### src/rtl/chan_512_cfg_pkg.sv
// chan_512_cfg_pkg: register map, CTRL bit positions and sequencer state type
// shared by the OPB interface and the table fill sequencer.
package chan_512_cfg_pkg;

  localparam int unsigned TBL_AW_DEF = 9;
  localparam int unsigned NUM_REGS   = 6;

  localparam logic [7:0] OFF_CTRL     = 8'h00;
  localparam logic [7:0] OFF_START    = 8'h04;
  localparam logic [7:0] OFF_COUNT    = 8'h08;
  localparam logic [7:0] OFF_VALUE    = 8'h0C;
  localparam logic [7:0] OFF_STEP     = 8'h10;
  localparam logic [7:0] OFF_PROGRESS = 8'h14;

  // CTRL write bits
  localparam int unsigned CTRL_GO       = 0;
  localparam int unsigned CTRL_ABORT    = 1;
  localparam int unsigned CTRL_CLR      = 2;
  localparam int unsigned CTRL_IRQ_MASK = 4;

  // CTRL read bits
  localparam int unsigned STAT_BUSY = 0;
  localparam int unsigned STAT_DONE = 1;
  localparam int unsigned STAT_ERR  = 2;
  localparam int unsigned STAT_ABT  = 3;

  typedef enum logic {S_IDLE, S_WRITE} seq_state_e;

  // be[i] enables bits [8i+7:8i]
  function automatic logic [31:0] be_merge(input logic [31:0] old_v,
                                           input logic [31:0] new_v,
                                           input logic [3:0]  be);
    logic [31:0] r;
    r = old_v;
    for (int unsigned i = 0; i < 4; i++)
      if (be[i]) r[8*i +: 8] = new_v[8*i +: 8];
    return r;
  endfunction

endpackage

### src/rtl/chan_512_cfg_opb_if.sv
// chan_512_cfg_opb_if: OPB slave decode with registered hit, single-cycle ack,
// write strobes for the register bank and the read-data mux.
module chan_512_cfg_opb_if
  import chan_512_cfg_pkg::*;
#(
  parameter logic [31:0] C_BASEADDR   = 32'h010C0000,
  parameter logic [31:0] C_HIGHADDR   = 32'h010C00FF,
  parameter int          C_OPB_AWIDTH = 32,
  parameter int          C_OPB_DWIDTH = 32
) (
  input  logic                                     OPB_Clk,
  input  logic                                     OPB_Rst,
  input  logic [0:C_OPB_AWIDTH-1]                  OPB_ABus,
  input  logic [0:C_OPB_DWIDTH/8-1]                OPB_BE,
  input  logic [0:C_OPB_DWIDTH-1]                  OPB_DBus,
  input  logic                                     OPB_RNW,
  input  logic                                     OPB_select,
  input  logic [NUM_REGS-1:0][C_OPB_DWIDTH-1:0]    rd_regs,
  output logic [0:C_OPB_DWIDTH-1]                  Sl_DBus,
  output logic                                     Sl_xferAck,
  output logic                                     wr_stb,
  output logic [7:0]                               wr_off,
  output logic [C_OPB_DWIDTH-1:0]                  wr_data,
  output logic [C_OPB_DWIDTH/8-1:0]                wr_be
);

  logic [C_OPB_AWIDTH-1:0]   addr;
  logic [C_OPB_DWIDTH-1:0]   wdata;
  logic [C_OPB_DWIDTH/8-1:0] be_le;
  logic [7:0]                off;
  logic                      hit, in_xfer, ack_q, rnw_q;
  logic [7:0]                off_q;
  logic [C_OPB_DWIDTH-1:0]   data_q, rdata;
  logic [C_OPB_DWIDTH/8-1:0] be_q;

  // Big-endian buses map positionally: OPB_BE[0] lands on be_le[MSB].
  assign addr  = OPB_ABus;
  assign wdata = OPB_DBus;
  assign be_le = OPB_BE;
  assign off   = addr[7:0] - C_BASEADDR[7:0];
  assign hit   = OPB_select && (addr >= C_BASEADDR) && (addr <= C_HIGHADDR);

  // in_xfer holds off re-acking until the master drops select.
  always_ff @(posedge OPB_Clk or posedge OPB_Rst) begin
    if (OPB_Rst) begin
      in_xfer <= 1'b0;
      ack_q   <= 1'b0;
      rnw_q   <= 1'b0;
      off_q   <= '0;
      data_q  <= '0;
      be_q    <= '0;
    end else begin
      ack_q   <= hit && !in_xfer;
      in_xfer <= OPB_select && (in_xfer || hit);
      if (hit && !in_xfer) begin
        rnw_q  <= OPB_RNW;
        off_q  <= off;
        data_q <= wdata;
        be_q   <= be_le;
      end
    end
  end

  always_comb begin
    rdata = '0;
    if (off_q[1:0] == 2'b00 && 32'(off_q[7:2]) < NUM_REGS)
      rdata = rd_regs[off_q[4:2]];
  end

  assign Sl_xferAck = ack_q;
  assign Sl_DBus    = (ack_q && rnw_q) ? rdata : '0;
  assign wr_stb     = ack_q && !rnw_q;
  assign wr_off     = off_q;
  assign wr_data    = data_q;
  assign wr_be      = be_q;

endmodule

### src/rtl/chan_512_cfg_seq.sv
// chan_512_cfg_seq: OPB-programmed fill sequencer for the channelizer config table.
// Optional CHAN_CFG_SEQ_IRQ_EN adds an irq pulse on DONE/ABT rise with a CTRL mask bit.
module chan_512_cfg_seq
  import chan_512_cfg_pkg::*;
#(
  parameter logic [31:0] C_BASEADDR   = 32'h010C0000,
  parameter logic [31:0] C_HIGHADDR   = 32'h010C00FF,
  parameter int          C_OPB_AWIDTH = 32,
  parameter int          C_OPB_DWIDTH = 32,
  parameter int unsigned TBL_AW       = TBL_AW_DEF
) (
  input  logic                     OPB_Clk,
  input  logic                     OPB_Rst,
  input  logic [0:C_OPB_AWIDTH-1]  OPB_ABus,
  input  logic [0:C_OPB_DWIDTH/8-1] OPB_BE,
  input  logic [0:C_OPB_DWIDTH-1]  OPB_DBus,
  input  logic                     OPB_RNW,
  input  logic                     OPB_select,
  input  logic                     OPB_seqAddr,
  output logic [0:C_OPB_DWIDTH-1]  Sl_DBus,
  output logic                     Sl_xferAck,
  output logic                     Sl_errAck,
  output logic                     Sl_retry,
  output logic                     Sl_toutSup,
  output logic [TBL_AW-1:0]        tbl_addr,
  output logic [31:0]              tbl_data,
  output logic                     tbl_we,
  input  logic                     tbl_ready,
`ifdef CHAN_CFG_SEQ_IRQ_EN
  output logic                     irq,
`endif
  output logic                     busy
);

  localparam logic [TBL_AW:0] DEPTH = {1'b1, {TBL_AW{1'b0}}};

  logic                       wr_stb;
  logic [7:0]                 wr_off;
  logic [31:0]                wr_data;
  logic [3:0]                 wr_be;
  logic [NUM_REGS-1:0][31:0]  rd_regs;
  logic [31:0]                ctrl_rd;

  logic [TBL_AW-1:0] start_r;
  logic [TBL_AW:0]   count_r, count_eff, rem_r, progress_r;
  logic [31:0]       value_r, step_r, step_lat;
  logic              done_r, err_r, abt_r, irq_mask_r;
  logic              wr_ctrl, go, abort, clr, accept, unused_seq;
  seq_state_e        state;

  assign unused_seq = OPB_seqAddr;
  assign Sl_errAck  = 1'b0;
  assign Sl_retry   = 1'b0;
  assign Sl_toutSup = 1'b0;

  chan_512_cfg_opb_if #(
    .C_BASEADDR  (C_BASEADDR),
    .C_HIGHADDR  (C_HIGHADDR),
    .C_OPB_AWIDTH(C_OPB_AWIDTH),
    .C_OPB_DWIDTH(C_OPB_DWIDTH)
  ) u_opb_if (
    .OPB_Clk   (OPB_Clk),
    .OPB_Rst   (OPB_Rst),
    .OPB_ABus  (OPB_ABus),
    .OPB_BE    (OPB_BE),
    .OPB_DBus  (OPB_DBus),
    .OPB_RNW   (OPB_RNW),
    .OPB_select(OPB_select),
    .rd_regs   (rd_regs),
    .Sl_DBus   (Sl_DBus),
    .Sl_xferAck(Sl_xferAck),
    .wr_stb    (wr_stb),
    .wr_off    (wr_off),
    .wr_data   (wr_data),
    .wr_be     (wr_be)
  );

  assign wr_ctrl   = wr_stb && (wr_off == OFF_CTRL) && wr_be[0];
  assign go        = wr_ctrl && wr_data[CTRL_GO];
  assign abort     = wr_ctrl && wr_data[CTRL_ABORT];
  assign clr       = wr_ctrl && wr_data[CTRL_CLR];
  assign accept    = tbl_we && tbl_ready;
  assign busy      = (state == S_WRITE);
  assign count_eff = (count_r > DEPTH) ? DEPTH : count_r;

  always_comb begin
    ctrl_rd                = '0;
    ctrl_rd[STAT_BUSY]     = busy;
    ctrl_rd[STAT_DONE]     = done_r;
    ctrl_rd[STAT_ERR]      = err_r;
    ctrl_rd[STAT_ABT]      = abt_r;
    ctrl_rd[CTRL_IRQ_MASK] = irq_mask_r;
  end

  assign rd_regs[0] = ctrl_rd;
  assign rd_regs[1] = 32'(start_r);
  assign rd_regs[2] = 32'(count_r);
  assign rd_regs[3] = value_r;
  assign rd_regs[4] = step_r;
  assign rd_regs[5] = 32'(progress_r);

  always_ff @(posedge OPB_Clk or posedge OPB_Rst) begin
    if (OPB_Rst) begin
      start_r <= '0;
      count_r <= '0;
      value_r <= '0;
      step_r  <= '0;
    end else if (wr_stb) begin
      case (wr_off)
        OFF_START: start_r <= TBL_AW'(be_merge(32'(start_r), wr_data, wr_be));
        OFF_COUNT: count_r <= (TBL_AW+1)'(be_merge(32'(count_r), wr_data, wr_be));
        OFF_VALUE: value_r <= be_merge(value_r, wr_data, wr_be);
        OFF_STEP:  step_r  <= be_merge(step_r, wr_data, wr_be);
        default:   ;
      endcase
    end
  end

  // Run parameters are latched at GO so config writes during a run only shadow.
  always_ff @(posedge OPB_Clk or posedge OPB_Rst) begin
    if (OPB_Rst) begin
      state      <= S_IDLE;
      tbl_we     <= 1'b0;
      tbl_addr   <= '0;
      tbl_data   <= '0;
      step_lat   <= '0;
      rem_r      <= '0;
      progress_r <= '0;
      done_r     <= 1'b0;
      err_r      <= 1'b0;
      abt_r      <= 1'b0;
    end else begin
      if (clr) begin
        done_r <= 1'b0;
        err_r  <= 1'b0;
        abt_r  <= 1'b0;
      end
      case (state)
        S_IDLE: begin
          if (go && !abort) begin
            if (count_r == '0) begin
              done_r <= 1'b1;
            end else begin
              state      <= S_WRITE;
              tbl_we     <= 1'b1;
              tbl_addr   <= start_r;
              tbl_data   <= value_r;
              step_lat   <= step_r;
              rem_r      <= count_eff;
              progress_r <= '0;
              done_r     <= 1'b0;
            end
          end
        end
        S_WRITE: begin
          if (go && !abort) err_r <= 1'b1;
          if (accept) begin
            tbl_addr   <= tbl_addr + 1'b1;
            tbl_data   <= tbl_data + step_lat;
            rem_r      <= rem_r - 1'b1;
            progress_r <= progress_r + 1'b1;
          end
          if (abort) begin
            state  <= S_IDLE;
            tbl_we <= 1'b0;
            abt_r  <= 1'b1;
          end else if (accept && rem_r == (TBL_AW+1)'(1)) begin
            state  <= S_IDLE;
            tbl_we <= 1'b0;
            done_r <= 1'b1;
          end
        end
      endcase
    end
  end

`ifdef CHAN_CFG_SEQ_IRQ_EN
  logic done_d, abt_d;

  always_ff @(posedge OPB_Clk or posedge OPB_Rst) begin
    if (OPB_Rst) begin
      irq_mask_r <= 1'b0;
      done_d     <= 1'b0;
      abt_d      <= 1'b0;
      irq        <= 1'b0;
    end else begin
      if (wr_ctrl) irq_mask_r <= wr_data[CTRL_IRQ_MASK];
      done_d <= done_r;
      abt_d  <= abt_r;
      irq    <= !irq_mask_r && ((done_r && !done_d) || (abt_r && !abt_d));
    end
  end
`else
  assign irq_mask_r = 1'b0;
`endif

endmodule
### config.mk
export PLATFORM = sky130hd
export DESIGN_NAME = chan_512_cfg_seq
export DESIGN_NICKNAME = d
export VERILOG_FILES = /design/src/rtl/chan_512_cfg_pkg.sv /design/src/rtl/chan_512_cfg_opb_if.sv /design/src/rtl/chan_512_cfg_seq.sv
export SDC_FILE = /design/constraint.sdc
export NUM_CORES = 1
export LEC_CHECK = 0
export ABC_AREA = 1
export CAP_MARGIN = 20
export CORE_AREA = 2 2 164 166
export CTS_BUF_LIST = sky130_fd_sc_hd__clkbuf_4
export DETAILED_ROUTE_END_ITERATION = 8
export DIE_AREA = 0 0 166 168
export GPL_TIMING_DRIVEN = 0
export PLACE_DENSITY = 0.77
export RECOVER_POWER = 100
export SYNTH_ARGS = -nofsm -noshare
export SYNTH_HDL_FRONTEND = slang
export SYNTH_HIERARCHICAL = 1
export SYNTH_SLANG_ARGS = --single-unit
### constraint.sdc
create_clock -name OPB_Clk -period 12 [get_ports OPB_Clk]
set_input_delay 2.4 -clock OPB_Clk [delete_from_list [all_inputs] [get_ports OPB_Clk]]
set_output_delay 2.4 -clock OPB_Clk [all_outputs]
set_load 0.1 [all_outputs]
==> results of run 1 <==
## path summary, 6_finish.rpt
kind | from | end | slack (ns)
setup / recovery | u_opb_if/wr_off[3]$_DFFE_PP0P_ | Sl_DBus[16] | 6.04
hold / removal | u_opb_if/wr_be[3]$_DFFE_PP0P_ | u_opb_if/wr_be[3]$_DFFE_PP0P_ | 0.47
setup reg to reg | u_opb_if/Sl_xferAck$_DFF_PP0_ | tbl_data[7]$_DFFE_PP0P_ | 9.00
hold reg to reg | u_opb_if/wr_be[3]$_DFFE_PP0P_ | u_opb_if/wr_be[3]$_DFFE_PP0P_ | 0.47
max in group asynchronous | OPB_Rst | step_r[25]$_DFFE_PP0P_ | 7.21
min in group asynchronous | OPB_Rst | u_opb_if/in_xfer$_DFF_PP0_ | 2.09
## cell usage in the layout, fill, tap and decap left out, types with 53 or more instances in the layout
cell type | synthesis | layout
dlygate4sd3_1 | 0 | 79
nor2_1 | 193 | 198
dfrtp_1 | 228 | 228
conb_1 | 1 | 98
a21oi_1 | 63 | 63
nand3_1 | 200 | 203
clkdlybuf4s50_1 | 0 | 69
clkbuf_1 | 34 | 53
o21ai_0 | 134 | 140
nand2_1 | 816 | 816
clkbuf_4 | 0 | 80
inv_1 | 202 | 202
## metrics by stage
step | util [%] | instance area, um^2
6_report | 64.60 | 17020
5_1_grt | 64.60 | 17020
4_1_cts | 65.20 | 17180
3_5_place_dp | 62.49 | 16470
3_3_place_gp | 62.28 | 16410
2_1_floorplan | - | 14500
## cell families (layout without fill, tap and decap cells)
family	Yosys count	after routing
AOI/OAI and AO/OA	237	237
xor gates and xnor gates	24	24
adders and majority gates	36	36
buffers and inverters	302	548
DFF	228	228
other	1	99
and+or+nand+nor	1265	1265
## flip-flops by register name, indices dropped and copies added (netlist names), 4 cells and up
name	count
progress_r	10
u_opb_if/wr_data	32
value_r	32
rem_r	10
count_r	10
step_r	32
tbl_addr	9
step_lat	32
u_opb_if/wr_be	4
u_opb_if/wr_off	8
tbl_data	32
start_r	9
## power groups by stage
stage / sequential, W / clock [W] / combinational (W)
5_1_grt: 0.000983 / 0.000711 / 0.00125
3_5_place_dp: 0.000984 / 0 / 0.00119
3_3_place_gp: 0.000980 / 0 / 0.00117
6_report: 0.000972 / 0.000659 / 0.00117
2_1_floorplan: 0.00144 / 0 / 0.000413
4_1_cts: 0.000972 / 0.000672 / 0.00119
## layer usage
layer | up-vias | global-route usage [%]
li1 | 7146 | -
met1 | 6467 | 44.44
met2 | 588 | 48.60
met3 | 89 | 5.242
met4 | 0 | 11.04
met5 | - | 0
## final cells by class
cell class	count	area, um^2	area share, %
Antenna cell	1	2.502	0.01470
Buffer	93	484.2	2.845
Clock buffer	80	600.6	3.528
Clock inverter	16	113.9	0.6689
Inverter	209	785.8	4.616
Multi-Input combinational cell	1660	7390	43.41
Sequential cell	228	5705	33.52
Tap cell	341	426.7	2.507
Timing Repair Buffer	150	1513	8.887
## critical path, cell delays in order (launching register included)
cell,delay (ns)
dfrtp_1,0.41
buf_2,0.21
nand2_1,0.08
nand4_1,0.29
clkbuf_1,0.33
a21oi_1,0.35
dlygate4sd3_1,1.25
==> report_table.html, run 1 <==
<table>
<tr><th>Metric</th><th>Value</th></tr>
<tr><th colspan="2">Logic synthesis</th></tr>
<tr><td>Area fraction in compound gates after synthesis</td><td>under 10%</td></tr>
<tr><td>Synthesized area per cell</td><td>6.755 um^2</td></tr>
<tr><td>Most used DFF post-synth</td><td>dfrtp_1</td></tr>
<tr><td>Most used standard cells in the synthesized netlist</td><td>nand2_1 (816), dfrtp_1 (228), inv_1 (202), nand3_1 (200), nor2_1 (193)</td></tr>
<tr><td>Yosys warnings</td><td>6</td></tr>
<tr><td>Adder-Cell Fraction of Synth Area</td><td>3.239%</td></tr>
<tr><td>Fraction of post-synthesis cell area in the top cell type by area</td><td>40.35%</td></tr>
<tr><td>Post-Synth XOR/XNOR Area</td><td>under 10%</td></tr>
<tr><td>Async SR Flop Fraction</td><td>100.0%</td></tr>
<tr><td>Simple logic cell fraction of the synthesized area</td><td>36.81%</td></tr>
<tr><td>Post-synth top area cell</td><td>dfrtp_1</td></tr>
<tr><td>Unique masters post-synth</td><td>38</td></tr>
<tr><td>Count of flip-flops with a built-in enable after synthesis</td><td>0</td></tr>
<tr><td>Syn Std Cell Area</td><td>approximately 0.014 mm^2</td></tr>
<tr><td>Cells taking the most area after synthesis</td><td>dfrtp_1 (40%), nand2_1 (22%), nand3_1 (7.1%)</td></tr>
<tr><td>Share of the yosys chip area belonging to registers</td><td>40.35%</td></tr>
<tr><td>Number of synthesized register bits</td><td>228</td></tr>
<tr><td>Main combinational cell family by area after synthesis</td><td>simple AND/OR/NAND/NOR gates</td></tr>
<tr><td>Multiplexer share of the synthesized area</td><td>0%</td></tr>
<tr><td>Gate count after technology mapping</td><td>about 2100</td></tr>
<tr><td>Most common cell in the synthesized netlist</td><td>nand2_1</td></tr>
<tr><th colspan="2">Timing</th></tr>
<tr><td>Minimum clock period</td><td>5.964 ns</td></tr>
<tr><td>Final WS setup</td><td>between 6 and 7 ns</td></tr>
<tr><td>Slew at the pin with the worst max-slew slack</td><td>around 3.5 ns</td></tr>
<tr><td>Setup repair after global routing missed its margin</td><td>no</td></tr>
<tr><td>Count of pins over their slew limit</td><td>119</td></tr>
<tr><td>Tightest hold margin</td><td>0.4679 ns</td></tr>
<tr><td>Slew headroom</td><td>-132.5%</td></tr>
<tr><td>Hold Vio Cnt, Final</td><td>0</td></tr>
<tr><td>Setup Skew</td><td>0.07926 ns</td></tr>
<tr><td>Maximum clock frequency</td><td>167.7 MHz</td></tr>
<tr><td>Number of failing setup endpoints in the final timing report</td><td>0</td></tr>
<tr><td>Setup TNS</td><td>0 ns</td></tr>
<tr><td>Share of the clock period used by the worst path after layout</td><td>49.70%</td></tr>
<tr><th colspan="2">Clocking</th></tr>
<tr><td>Clock edge transition at the registers on the reported setup and hold paths</td><td>0.06 ns</td></tr>
<tr><td>Library cell used as clock root buffer</td><td>clkbuf_4</td></tr>
<tr><td>Count of buffers added by post-CTS timing repair for setup</td><td>0</td></tr>
<tr><td>Number of hold buffers added after CTS</td><td>0</td></tr>
<tr><td>Clock tree from TritonCTS</td><td>built</td></tr>
<tr><td>Latest clock arrival within the worst-skew pair</td><td>between 0.7 and 0.8 ns</td></tr>
<tr><td>Longest Clk Path Bufs</td><td>3</td></tr>
<tr><td>Max H-tree Level</td><td>2</td></tr>
<tr><td>Post-cts sizing count</td><td>0</td></tr>
<tr><td>Clock sink count</td><td>228</td></tr>
<tr><td>Number of buffers added by the clock tree synthesis step</td><td>59</td></tr>
<tr><th colspan="2">GRT</th></tr>
<tr><td>First-pass GRT wire length</td><td>69920 um</td></tr>
<tr><td>GRT Overall Usage</td><td>31.25%</td></tr>
<tr><td>Number of antenna violations at the first check in global routing</td><td>2</td></tr>
<tr><td>Vias in the first global route</td><td>approximately 14000</td></tr>
<tr><td>Global route overflow</td><td>0</td></tr>
<tr><td>Largest net degree at the start of global routing</td><td>110</td></tr>
<tr><th colspan="2">Route</th></tr>
<tr><td>Post-route DRC violation count</td><td>0</td></tr>
<tr><td>Starting DRT DRC Count</td><td>approximately 1100</td></tr>
<tr><td>Count of antenna-violating nets left after detailed routing</td><td>0</td></tr>
<tr><td>Detailed-routed wire length on met3</td><td>between 3000 and 4000 um</td></tr>
<tr><td>First-pass DRT Iterations</td><td>7</td></tr>
<tr><td>Wirelength, routed</td><td>43620 um</td></tr>
<tr><td>Wl on met1</td><td>19610 um</td></tr>
<tr><td>Routed vias</td><td>14290</td></tr>
<tr><td>Met2 Wirelength</td><td>18900 um</td></tr>
<tr><td>Avg WL per Cell</td><td>15.70 um</td></tr>
<tr><td>Top Metal Used</td><td>met4</td></tr>
<tr><td>Via density</td><td>5.144</td></tr>
<tr><th colspan="2">Power and ir drop</th></tr>
<tr><td>Part of the total power dissipated in the clock network</td><td>23.5%</td></tr>
<tr><td>Total leakage power</td><td>around 9.3 nW</td></tr>
<tr><td>Switching power as a share of total power</td><td>46.65%</td></tr>
<tr><td>Sequential power share</td><td>between 30% and 40%</td></tr>
<tr><td>Combinational group share of total power</td><td>41.8%</td></tr>
<tr><td>Pwr/cell area</td><td>164.7 mW/mm^2</td></tr>
<tr><td>Maximum VDD drop</td><td>about 0.00016 V</td></tr>
<tr><td>Internal power</td><td>0.001496 W</td></tr>
<tr><td>Final total power</td><td>around 0.0028 W</td></tr>
<tr><td>Sw power</td><td>0.001308 W</td></tr>
<tr><th colspan="2">Job</th></tr>
<tr><td>Max cap viols</td><td>2</td></tr>
<tr><th colspan="2">Layout</th></tr>
<tr><td>Net count, final</td><td>2511</td></tr>
<tr><td>Finished Layout Cells</td><td>2778</td></tr>
<tr><td>Fillcell total</td><td>between 2000 and 3000</td></tr>
<tr><td>Layout overhead on the synthesized area</td><td>20.39%</td></tr>
<tr><td>Layout cells sized above 1</td><td>6.158%</td></tr>
<tr><th colspan="2">Floorplan</th></tr>
<tr><td>Initial Utilization</td><td>53.66%</td></tr>
<tr><td>Num ports</td><td>153</td></tr>
<tr><td>Floorplan Core Area</td><td>0.02635 mm^2</td></tr>
<tr><td>Floorplan die width</td><td>166 um</td></tr>
<tr><td>Die Span Y</td><td>168 um</td></tr>
<tr><td>Floorplan row count</td><td>60</td></tr>
<tr><td>Area of the die</td><td>approximately 0.028 mm^2</td></tr>
<tr><th colspan="2">Setup path</th></tr>
<tr><td>Worst setup path category</td><td>register to output port</td></tr>
<tr><td>Element type at the critical path start</td><td>register</td></tr>
<tr><td>Maximum fanout count along the critical path</td><td>10</td></tr>
<tr><td>Kind of end point of the critical path</td><td>output port</td></tr>
<tr><td>Data required time at the worst endpoint</td><td>9.60 ns</td></tr>
<tr><td>Worst R2R Path Depth</td><td>13</td></tr>
<tr><td>Arrival time of data at the critical path endpoint</td><td>between 3 and 4 ns</td></tr>
<tr><th colspan="2">Place</th></tr>
<tr><td>Post-detailed-placement half-perimeter wirelength</td><td>34410 um</td></tr>
<tr><td>Number of instances in the placed design</td><td>2681</td></tr>
<tr><td>RePlAce Congestion</td><td>0.9684</td></tr>
<tr><td>Post-placement worst setup slack</td><td>6.777 ns</td></tr>
<tr><td>Number of buffers added on ports</td><td>148</td></tr>
<tr><th colspan="2">Hold path</th></tr>
<tr><td>Type of the most critical hold path</td><td>register to register</td></tr>
<tr><td>Worst Hold Path Cells</td><td>2</td></tr>
<tr><th colspan="2">Run status</th></tr>
<tr><td>Failing checks</td><td>max-capacitance violations, max-slew violations</td></tr>
<tr><td>Result of the run</td><td>finished, violations left</td></tr>
</table>
No activity file was read; power rests on OpenSTA's default activity.
==> inputs of run 2 (changes only) <==
- CORE_AREA: 2 2 164 166 -> 2 2 165 167
- DIE_AREA: 0 0 166 168 -> 0 0 167 169
- PLACE_DENSITY: 0.77 -> 0.79
- clock period: 12 -> 5.2 ns (I/O delays scaled with it)
==> run 2 against run 1 <==
  * The run still ends with max-capacitance violations, max-slew violations left
  * Combinational power grew 130%
  * Worst hold slack better by 0.0049 ns
  * Critical path depth is the same
  * Via count increased by 0.79%
  * Clock-buffer cell count is 2 lower
  * Critical endpoint is now Sl_DBus[22]
  * Clock skew decreased by 0.030 ns
  * Sequential power rose by 130%
  * Non-clock buffer count up 4
==> report_table.html, run 2 (synthesis results as in run 1) <==
<table>
<tr><th>Metric</th><th>Value</th></tr>
<tr><th colspan="2">Run status</th></tr>
<tr><td>Result of the run</td><td>finished, violations left</td></tr>
<tr><td>Failing checks</td><td>max-capacitance violations, max-slew violations</td></tr>
<tr><th colspan="2">Timing</th></tr>
<tr><td>Share of the clock period used by the worst path after layout</td><td>89.09%</td></tr>
<tr><td>Minimum clock period</td><td>4.633 ns</td></tr>
<tr><td>Slew at the pin with the worst max-slew slack</td><td>roughly 2.3 ns</td></tr>
<tr><td>Number of failing setup endpoints in the final timing report</td><td>0</td></tr>
<tr><td>Setup repair after global routing missed its margin</td><td>no</td></tr>
<tr><td>Setup TNS</td><td>0 ns</td></tr>
<tr><td>Tightest hold margin</td><td>between 0.4 and 0.5 ns</td></tr>
<tr><td>Hold Vio Cnt, Final</td><td>0</td></tr>
<tr><td>Slew headroom</td><td>-55.29%</td></tr>
<tr><td>Setup Skew</td><td>about 0.050 ns</td></tr>
<tr><td>Maximum clock frequency</td><td>215.9 MHz</td></tr>
<tr><td>Count of pins over their slew limit</td><td>117</td></tr>
<tr><th colspan="2">GRT</th></tr>
<tr><td>GRT Overall Usage</td><td>30.83%</td></tr>
<tr><td>Met1 Usage GRT</td><td>between 40 and 50%</td></tr>
<tr><td>First-pass GRT wire length</td><td>between 60000 and 70000 um</td></tr>
<tr><td>GR met2 Demand/Resource</td><td>roughly half</td></tr>
<tr><td>Number of antenna violations at the first check in global routing</td><td>2</td></tr>
<tr><td>Global route overflow</td><td>0</td></tr>
<tr><td>Largest net degree at the start of global routing</td><td>45</td></tr>
<tr><td>Global-route layer with the greatest usage</td><td>met2</td></tr>
<tr><td>Met3 Resource Use GR</td><td>5.214%</td></tr>
<tr><td>Vias in the first global route</td><td>13715</td></tr>
<tr><th colspan="2">Floorplan</th></tr>
<tr><td>Num ports</td><td>between 150 and 200</td></tr>
<tr><td>Floorplan Core Area</td><td>0.02650 mm^2</td></tr>
<tr><td>Floorplan die width</td><td>167 um</td></tr>
<tr><td>Initial Utilization</td><td>53.35%</td></tr>
<tr><td>Die Span Y</td><td>169 um</td></tr>
<tr><td>Floorplan row count</td><td>60</td></tr>
<tr><td>Area of the die</td><td>0.02822 mm^2</td></tr>
<tr><th colspan="2">Clocking</th></tr>
<tr><td>Clock edge transition at the registers on the reported setup and hold paths</td><td>0.06 ns</td></tr>
<tr><td>Count of buffers added by post-CTS timing repair for setup</td><td>0</td></tr>
<tr><td>Library cell used as clock root buffer</td><td>clkbuf_4</td></tr>
<tr><td>Max H-tree Level</td><td>2</td></tr>
<tr><td>Clock tree from TritonCTS</td><td>built</td></tr>
<tr><td>Latest clock arrival within the worst-skew pair</td><td>around 0.71 ns</td></tr>
<tr><td>Longest Clk Path Bufs</td><td>3</td></tr>
<tr><td>Clock sink count</td><td>228</td></tr>
<tr><td>Number of hold buffers added after CTS</td><td>0</td></tr>
<tr><td>Number of buffers added by the clock tree synthesis step</td><td>60</td></tr>
<tr><td>Post-cts sizing count</td><td>0</td></tr>
<tr><th colspan="2">Place</th></tr>
<tr><td>Number of buffers added on ports</td><td>148</td></tr>
<tr><td>RePlAce Congestion</td><td>0.9532</td></tr>
<tr><td>Post-detailed-placement half-perimeter wirelength</td><td>34440 um</td></tr>
<tr><th colspan="2">Power and ir drop</th></tr>
<tr><td>Total leakage power</td><td>9.327 nW</td></tr>
<tr><td>Pwr/cell area</td><td>378.8 mW/mm^2</td></tr>
<tr><td>Final total power</td><td>0.006457 W</td></tr>
<tr><td>Maximum VDD drop</td><td>0.0004636 V</td></tr>
<tr><th colspan="2">Setup path</th></tr>
<tr><td>Maximum fanout count along the critical path</td><td>10</td></tr>
<tr><td>Series of cell instances along the critical path</td><td>buf_2, nand2_1, nand4_1, clkbuf_1, a21oi_1, dlygate4sd3_1</td></tr>
<tr><td>Slowest CP cell</td><td>dlygate4sd3_1</td></tr>
<tr><td>Arrival time of data at the critical path endpoint</td><td>roughly 3.6 ns</td></tr>
<tr><td>Kind of end point of the critical path</td><td>output port</td></tr>
<tr><td>Crit path largest cell delay</td><td>1.26 ns</td></tr>
<tr><td>Worst setup path category</td><td>register to output port</td></tr>
<tr><td>Element type at the critical path start</td><td>register</td></tr>
<tr><td>Family with the most delay on the worst path</td><td>buffers and inverters</td></tr>
<tr><td>Data required time at the worst endpoint</td><td>4.16 ns</td></tr>
<tr><td>Bufs and invs on worst path</td><td>3</td></tr>
<tr><th colspan="2">Route</th></tr>
<tr><td>Starting DRT DRC Count</td><td>around 1200</td></tr>
<tr><td>Via density</td><td>5.173</td></tr>
<tr><td>Routed vias</td><td>14403</td></tr>
<tr><td>Wirelength, routed</td><td>about 43000 um</td></tr>
<tr><td>Post-route DRC violation count</td><td>0</td></tr>
<tr><td>Count of antenna-violating nets left after detailed routing</td><td>0</td></tr>
<tr><td>First-pass DRT Iterations</td><td>7</td></tr>
<tr><td>Avg WL per Cell</td><td>between 15 and 20 um</td></tr>
<tr><th colspan="2">Layout</th></tr>
<tr><td>Net count, final</td><td>2516</td></tr>
<tr><td>Layout cells sized above 1</td><td>6.102%</td></tr>
<tr><td>Most frequent cells in the layout</td><td>nand2_1 (816), dfrtp_1 (228), inv_1 (203), nand3_1 (203), nor2_1 (198)</td></tr>
<tr><td>Share of the core filled with cells</td><td>64.32%</td></tr>
<tr><td>Layout overhead on the synthesized area</td><td>20.57%</td></tr>
<tr><td>Most frequent standard cell in the layout excluding fill and tap cells</td><td>nand2_1</td></tr>
<tr><th colspan="2">Job</th></tr>
<tr><td>Max cap viols</td><td>3</td></tr>
<tr><th colspan="2">Hold path</th></tr>
<tr><td>Type of the most critical hold path</td><td>register to register</td></tr>
</table>
## run 2: path summary, 6_finish.rpt
check                      depth (start not counted)                               end                             start  slack (ns)
setup / recovery                                   6                       Sl_DBus[22]    u_opb_if/wr_off[3]$_DFFE_PP0P_        0.57
hold / removal                                     2  u_opb_if/wr_data[27]$_DFFE_PP0P_  u_opb_if/wr_data[27]$_DFFE_PP0P_        0.47
setup reg to reg                                  12           step_lat[3]$_DFFE_PP0P_     u_opb_if/Sl_xferAck$_DFF_PP0_        2.20
hold reg to reg                                    2  u_opb_if/wr_data[27]$_DFFE_PP0P_  u_opb_if/wr_data[27]$_DFFE_PP0P_        0.47
max in group asynchronous                          5           tbl_data[3]$_DFFE_PP0P_                           OPB_Rst        1.30
min in group asynchronous                          2            step_r[12]$_DFFE_PP0P_                           OPB_Rst        0.74
## run 2: cell type report
type,instances,area [um^2]
fill,2517,9454
multi-input combinational,1660,7390
sequential,228,5705
timing repair buffer,154,1538
inverter,209,785.8
clock buffer,78,585.6
buffer,93,481.7
tap,341,426.7
clock inverter,20,131.4
antenna,1,2.502
## run 2: report_power, final
group          internal, W  total (W)  switching (W)  leakage, nW
logic             0.000663    0.00271        0.00204         5.79
registers          0.00199    0.00223       0.000242         3.12
clock network     0.000790    0.00152       0.000730        0.425
total              0.00344    0.00646        0.00302         9.33
## run 2: stage by stage
stage / instance area (um^2) / setup slack, ns / std cells
after global placement: 16410 / 0.3627 / 2679
after CTS: 17250 / 0.6056 / 2783
after global routing: 17050 / 0.4289 / 2784
final: 17050 / 0.5672 / 2784
after floorplan: 14510 / 0.7078 / 2190
after detailed placement: 16530 / 1.333 / 2685
## run 2: tightest hold or removal path, stage by stage, from the launching register on
cell	delay, ns
dfrtp_1	0.34
nand2_1	0.06
nand2_1	0.05
## run 2: layer usage
layer,vias to the layer above,share of wire (%)
met5,-,0.030
met4,2,2.4
met3,75,9.0
met2,560,44
met1,6606,45
li1,7160,-
==> inputs of run 3 (changes only) <==
- CTS_CLUSTER_DIAMETER: default -> 60
- GPL_ROUTABILITY_DRIVEN: default -> 0
- GPL_TIMING_DRIVEN: 0 -> 1
==> run 3 against run 2 <==
  * The run still ends with max-capacitance violations, max-slew violations left
  * Clock skew down 0.019 ns
  * Routed wire length fell by 11%
  * Setup slack lost 0.0015 ns
  * Largest cell class unchanged
  * Sequential power about the same
  * Cell count fell by 3.3%
  * Largest power group unchanged
  * Sequential cell count is the same
==> report_table.html, run 3 (synthesis results as in run 1) <==
<table>
<tr><th>Metric</th><th>Value</th></tr>
<tr><th colspan="2">Run status</th></tr>
<tr><td>Result of the run</td><td>finished, violations left</td></tr>
<tr><td>Failing checks</td><td>max-capacitance violations, max-slew violations</td></tr>
<tr><th colspan="2">Route</th></tr>
<tr><td>Routed vias</td><td>14060</td></tr>
<tr><td>First-pass DRT Iterations</td><td>5</td></tr>
<tr><td>Count of antenna-violating nets left after detailed routing</td><td>0</td></tr>
<tr><td>Starting DRT DRC Count</td><td>about 1300</td></tr>
<tr><td>Post-route DRC violation count</td><td>0</td></tr>
<tr><td>Via density</td><td>5.223</td></tr>
<tr><td>Wirelength, routed</td><td>slightly below 40000 um</td></tr>
<tr><td>Avg WL per Cell</td><td>14.39 um</td></tr>
<tr><th colspan="2">Layout</th></tr>
<tr><td>Share of the core filled with cells</td><td>62.08%</td></tr>
<tr><td>Layout overhead on the synthesized area</td><td>16.35%</td></tr>
<tr><td>Finished Layout Cells</td><td>2692</td></tr>
<tr><td>Most frequent standard cell in the layout excluding fill and tap cells</td><td>nand2_1</td></tr>
<tr><td>Layout cells sized above 1</td><td>5.830%</td></tr>
<tr><td>Most frequent cells in the layout</td><td>nand2_1 (816), dfrtp_1 (227), inv_1 (204)</td></tr>
<tr><td>Net count, final</td><td>2426</td></tr>
<tr><th colspan="2">Setup path</th></tr>
<tr><td>Bufs and invs on worst path</td><td>3</td></tr>
<tr><td>Worst setup path category</td><td>register to output port</td></tr>
<tr><td>Crit path largest cell delay</td><td>0.90 ns</td></tr>
<tr><td>Series of cell instances along the critical path</td><td>buf_4, inv_1, nand3_1, nand3_1, a21oi_1, clkbuf_1</td></tr>
<tr><td>Slowest CP cell</td><td>clkbuf_1</td></tr>
<tr><td>Kind of end point of the critical path</td><td>output port</td></tr>
<tr><td>Element type at the critical path start</td><td>register</td></tr>
<tr><td>Maximum fanout count along the critical path</td><td>37</td></tr>
<tr><td>CP most frequent cell</td><td>nand3_1</td></tr>
<tr><td>Arrival time of data at the critical path endpoint</td><td>between 3 and 4 ns</td></tr>
<tr><td>Family with the most delay on the worst path</td><td>buffers and inverters</td></tr>
<tr><td>Data required time at the worst endpoint</td><td>approximately 4.2 ns</td></tr>
<tr><th colspan="2">Clocking</th></tr>
<tr><td>Max H-tree Level</td><td>2</td></tr>
<tr><td>Longest Clk Path Bufs</td><td>3</td></tr>
<tr><td>Library cell used as clock root buffer</td><td>clkbuf_4</td></tr>
<tr><td>Count of buffers added by post-CTS timing repair for setup</td><td>0</td></tr>
<tr><td>Post-cts sizing count</td><td>0</td></tr>
<tr><td>Number of hold buffers added after CTS</td><td>0</td></tr>
<tr><td>Number of buffers added by the clock tree synthesis step</td><td>59</td></tr>
<tr><td>Clock edge transition at the registers on the reported setup and hold paths</td><td>0.06 ns</td></tr>
<tr><td>Latest clock arrival within the worst-skew pair</td><td>0.69 ns</td></tr>
<tr><td>Clock tree from TritonCTS</td><td>built</td></tr>
<tr><td>Clock sink count</td><td>228</td></tr>
<tr><th colspan="2">Floorplan</th></tr>
<tr><td>Area of the die</td><td>0.02822 mm^2</td></tr>
<tr><td>Floorplan row count</td><td>60</td></tr>
<tr><td>Floorplan die width</td><td>167 um</td></tr>
<tr><td>Die Span Y</td><td>169 um</td></tr>
<tr><td>Num ports</td><td>153</td></tr>
<tr><td>Initial Utilization</td><td>53.35%</td></tr>
<tr><td>Floorplan Core Area</td><td>about 0.027 mm^2</td></tr>
<tr><th colspan="2">Timing</th></tr>
<tr><td>Hold Vio Cnt, Final</td><td>0</td></tr>
<tr><td>Count of pins over their slew limit</td><td>183</td></tr>
<tr><td>Maximum clock frequency</td><td>about 220 MHz</td></tr>
<tr><td>Number of failing setup endpoints in the final timing report</td><td>0</td></tr>
<tr><td>Tightest hold margin</td><td>around 0.47 ns</td></tr>
<tr><td>Setup Skew</td><td>0.03060 ns</td></tr>
<tr><td>Slew at the pin with the worst max-slew slack</td><td>2.656 ns</td></tr>
<tr><td>Setup TNS</td><td>0 ns</td></tr>
<tr><td>Slew headroom</td><td>-77.71%</td></tr>
<tr><td>Share of the clock period used by the worst path after layout</td><td>89.12%</td></tr>
<tr><td>Setup repair after global routing missed its margin</td><td>no</td></tr>
<tr><td>Minimum clock period</td><td>4.634 ns</td></tr>
<tr><th colspan="2">Place</th></tr>
<tr><td>Number of instances in the placed design</td><td>2596</td></tr>
<tr><td>Number of buffers added on ports</td><td>148</td></tr>
<tr><td>Post-detailed-placement half-perimeter wirelength</td><td>28070 um</td></tr>
<tr><th colspan="2">GRT</th></tr>
<tr><td>Largest net degree at the start of global routing</td><td>122</td></tr>
<tr><td>Number of antenna violations at the first check in global routing</td><td>1</td></tr>
<tr><td>First-pass GRT wire length</td><td>63830 um</td></tr>
<tr><td>Vias in the first global route</td><td>approximately 13000</td></tr>
<tr><td>GRT Overall Usage</td><td>27.46%</td></tr>
<tr><td>Global route overflow</td><td>0</td></tr>
<tr><th colspan="2">Job</th></tr>
<tr><td>Max cap viols</td><td>4</td></tr>
<tr><th colspan="2">Hold path</th></tr>
<tr><td>Type of the most critical hold path</td><td>register to register</td></tr>
<tr><th colspan="2">Power and ir drop</th></tr>
<tr><td>Total leakage power</td><td>between 8 and 9 nW</td></tr>
<tr><td>Maximum VDD drop</td><td>between 0.0005 and 0.0006 V</td></tr>
<tr><td>Pwr/cell area</td><td>385.7 mW/mm^2</td></tr>
</table>
run 3: changes by cell type in the layout (fill, tap and decap cells not counted), sizes merged:
cell and change:
dlygate4sd3 -32, clkbuf -30, buf -20, clkinv -9, bufinv -1
run 3: final timing paths:
check,from,endpoint,slack [ns],depth (start not counted)
max,u_opb_if/wr_off[3]$_DFFE_PP0P_,Sl_DBus[17],0.57,6
min,u_opb_if/wr_data[30]$_DFFE_PP0P_,u_opb_if/wr_data[30]$_DFFE_PP0P_,0.47,2
max reg2reg,u_opb_if/wr_off[2]$_DFFE_PP0P_,tbl_data[18]$_DFFE_PP0P_,1.28,11
min reg2reg,u_opb_if/wr_data[30]$_DFFE_PP0P_,u_opb_if/wr_data[30]$_DFFE_PP0P_,0.47,2
max in group asynchronous,OPB_Rst,value_r[1]$_DFFE_PP0P_,1.62,3
min in group asynchronous,OPB_Rst,rem_r[7]$_DFFE_PP0P_,1.05,2
run 3: area by class of cell:
| cell class | count | area (um^2) |
|---|---|---|
| antenna | 1 | 2.502 |
| timing repair buffer | 158 | 1424 |
| multi-input combinational | 1660 | 7402 |
| clock inverter | 10 | 65.06 |
| inverter | 209 | 785.8 |
| clock buffer | 85 | 638.1 |
| tap | 341 | 426.7 |
| fill | 2454 | 10050 |
| sequential | 228 | 5707 |
run 3: layer usage:
metal  routed length (um)  global-route usage, %  vias to the layer above
li1                     -                      -                     6968
met2                17160                  42.23                      570
met4                  899                  8.658                        0
met1                17110                  39.31                     6459
met5                    0                      0                        -
met3                 3563                  5.378                       63
run 3: stage by stage:
stage,worst slack [ns],power [W],area (um^2)
2_1_floorplan,0.7078,0.004270,14510
3_3_place_gp,1.806,0.004888,15890
3_5_place_dp,1.814,0.004946,15890
4_1_cts,1.083,0.006455,16590
5_1_grt,0.4466,0.006701,16450
6_report,0.5657,0.006345,16450
run 3: report_power, final:
| group | internal, W | switching [W] |
|---|---|---|
| Combinational | 0.000645 | 0.00195 |
| Clock | 0.000785 | 0.000712 |
| Sequential | 0.00199 | 0.000260 |
| Total | 0.00342 | 0.00293 |
run 3: worst min-delay path, stage by stage (launching register included):
cell and delay, ns:
dfrtp_1 0.34, nand2_1 0.05, nand2_1 0.04
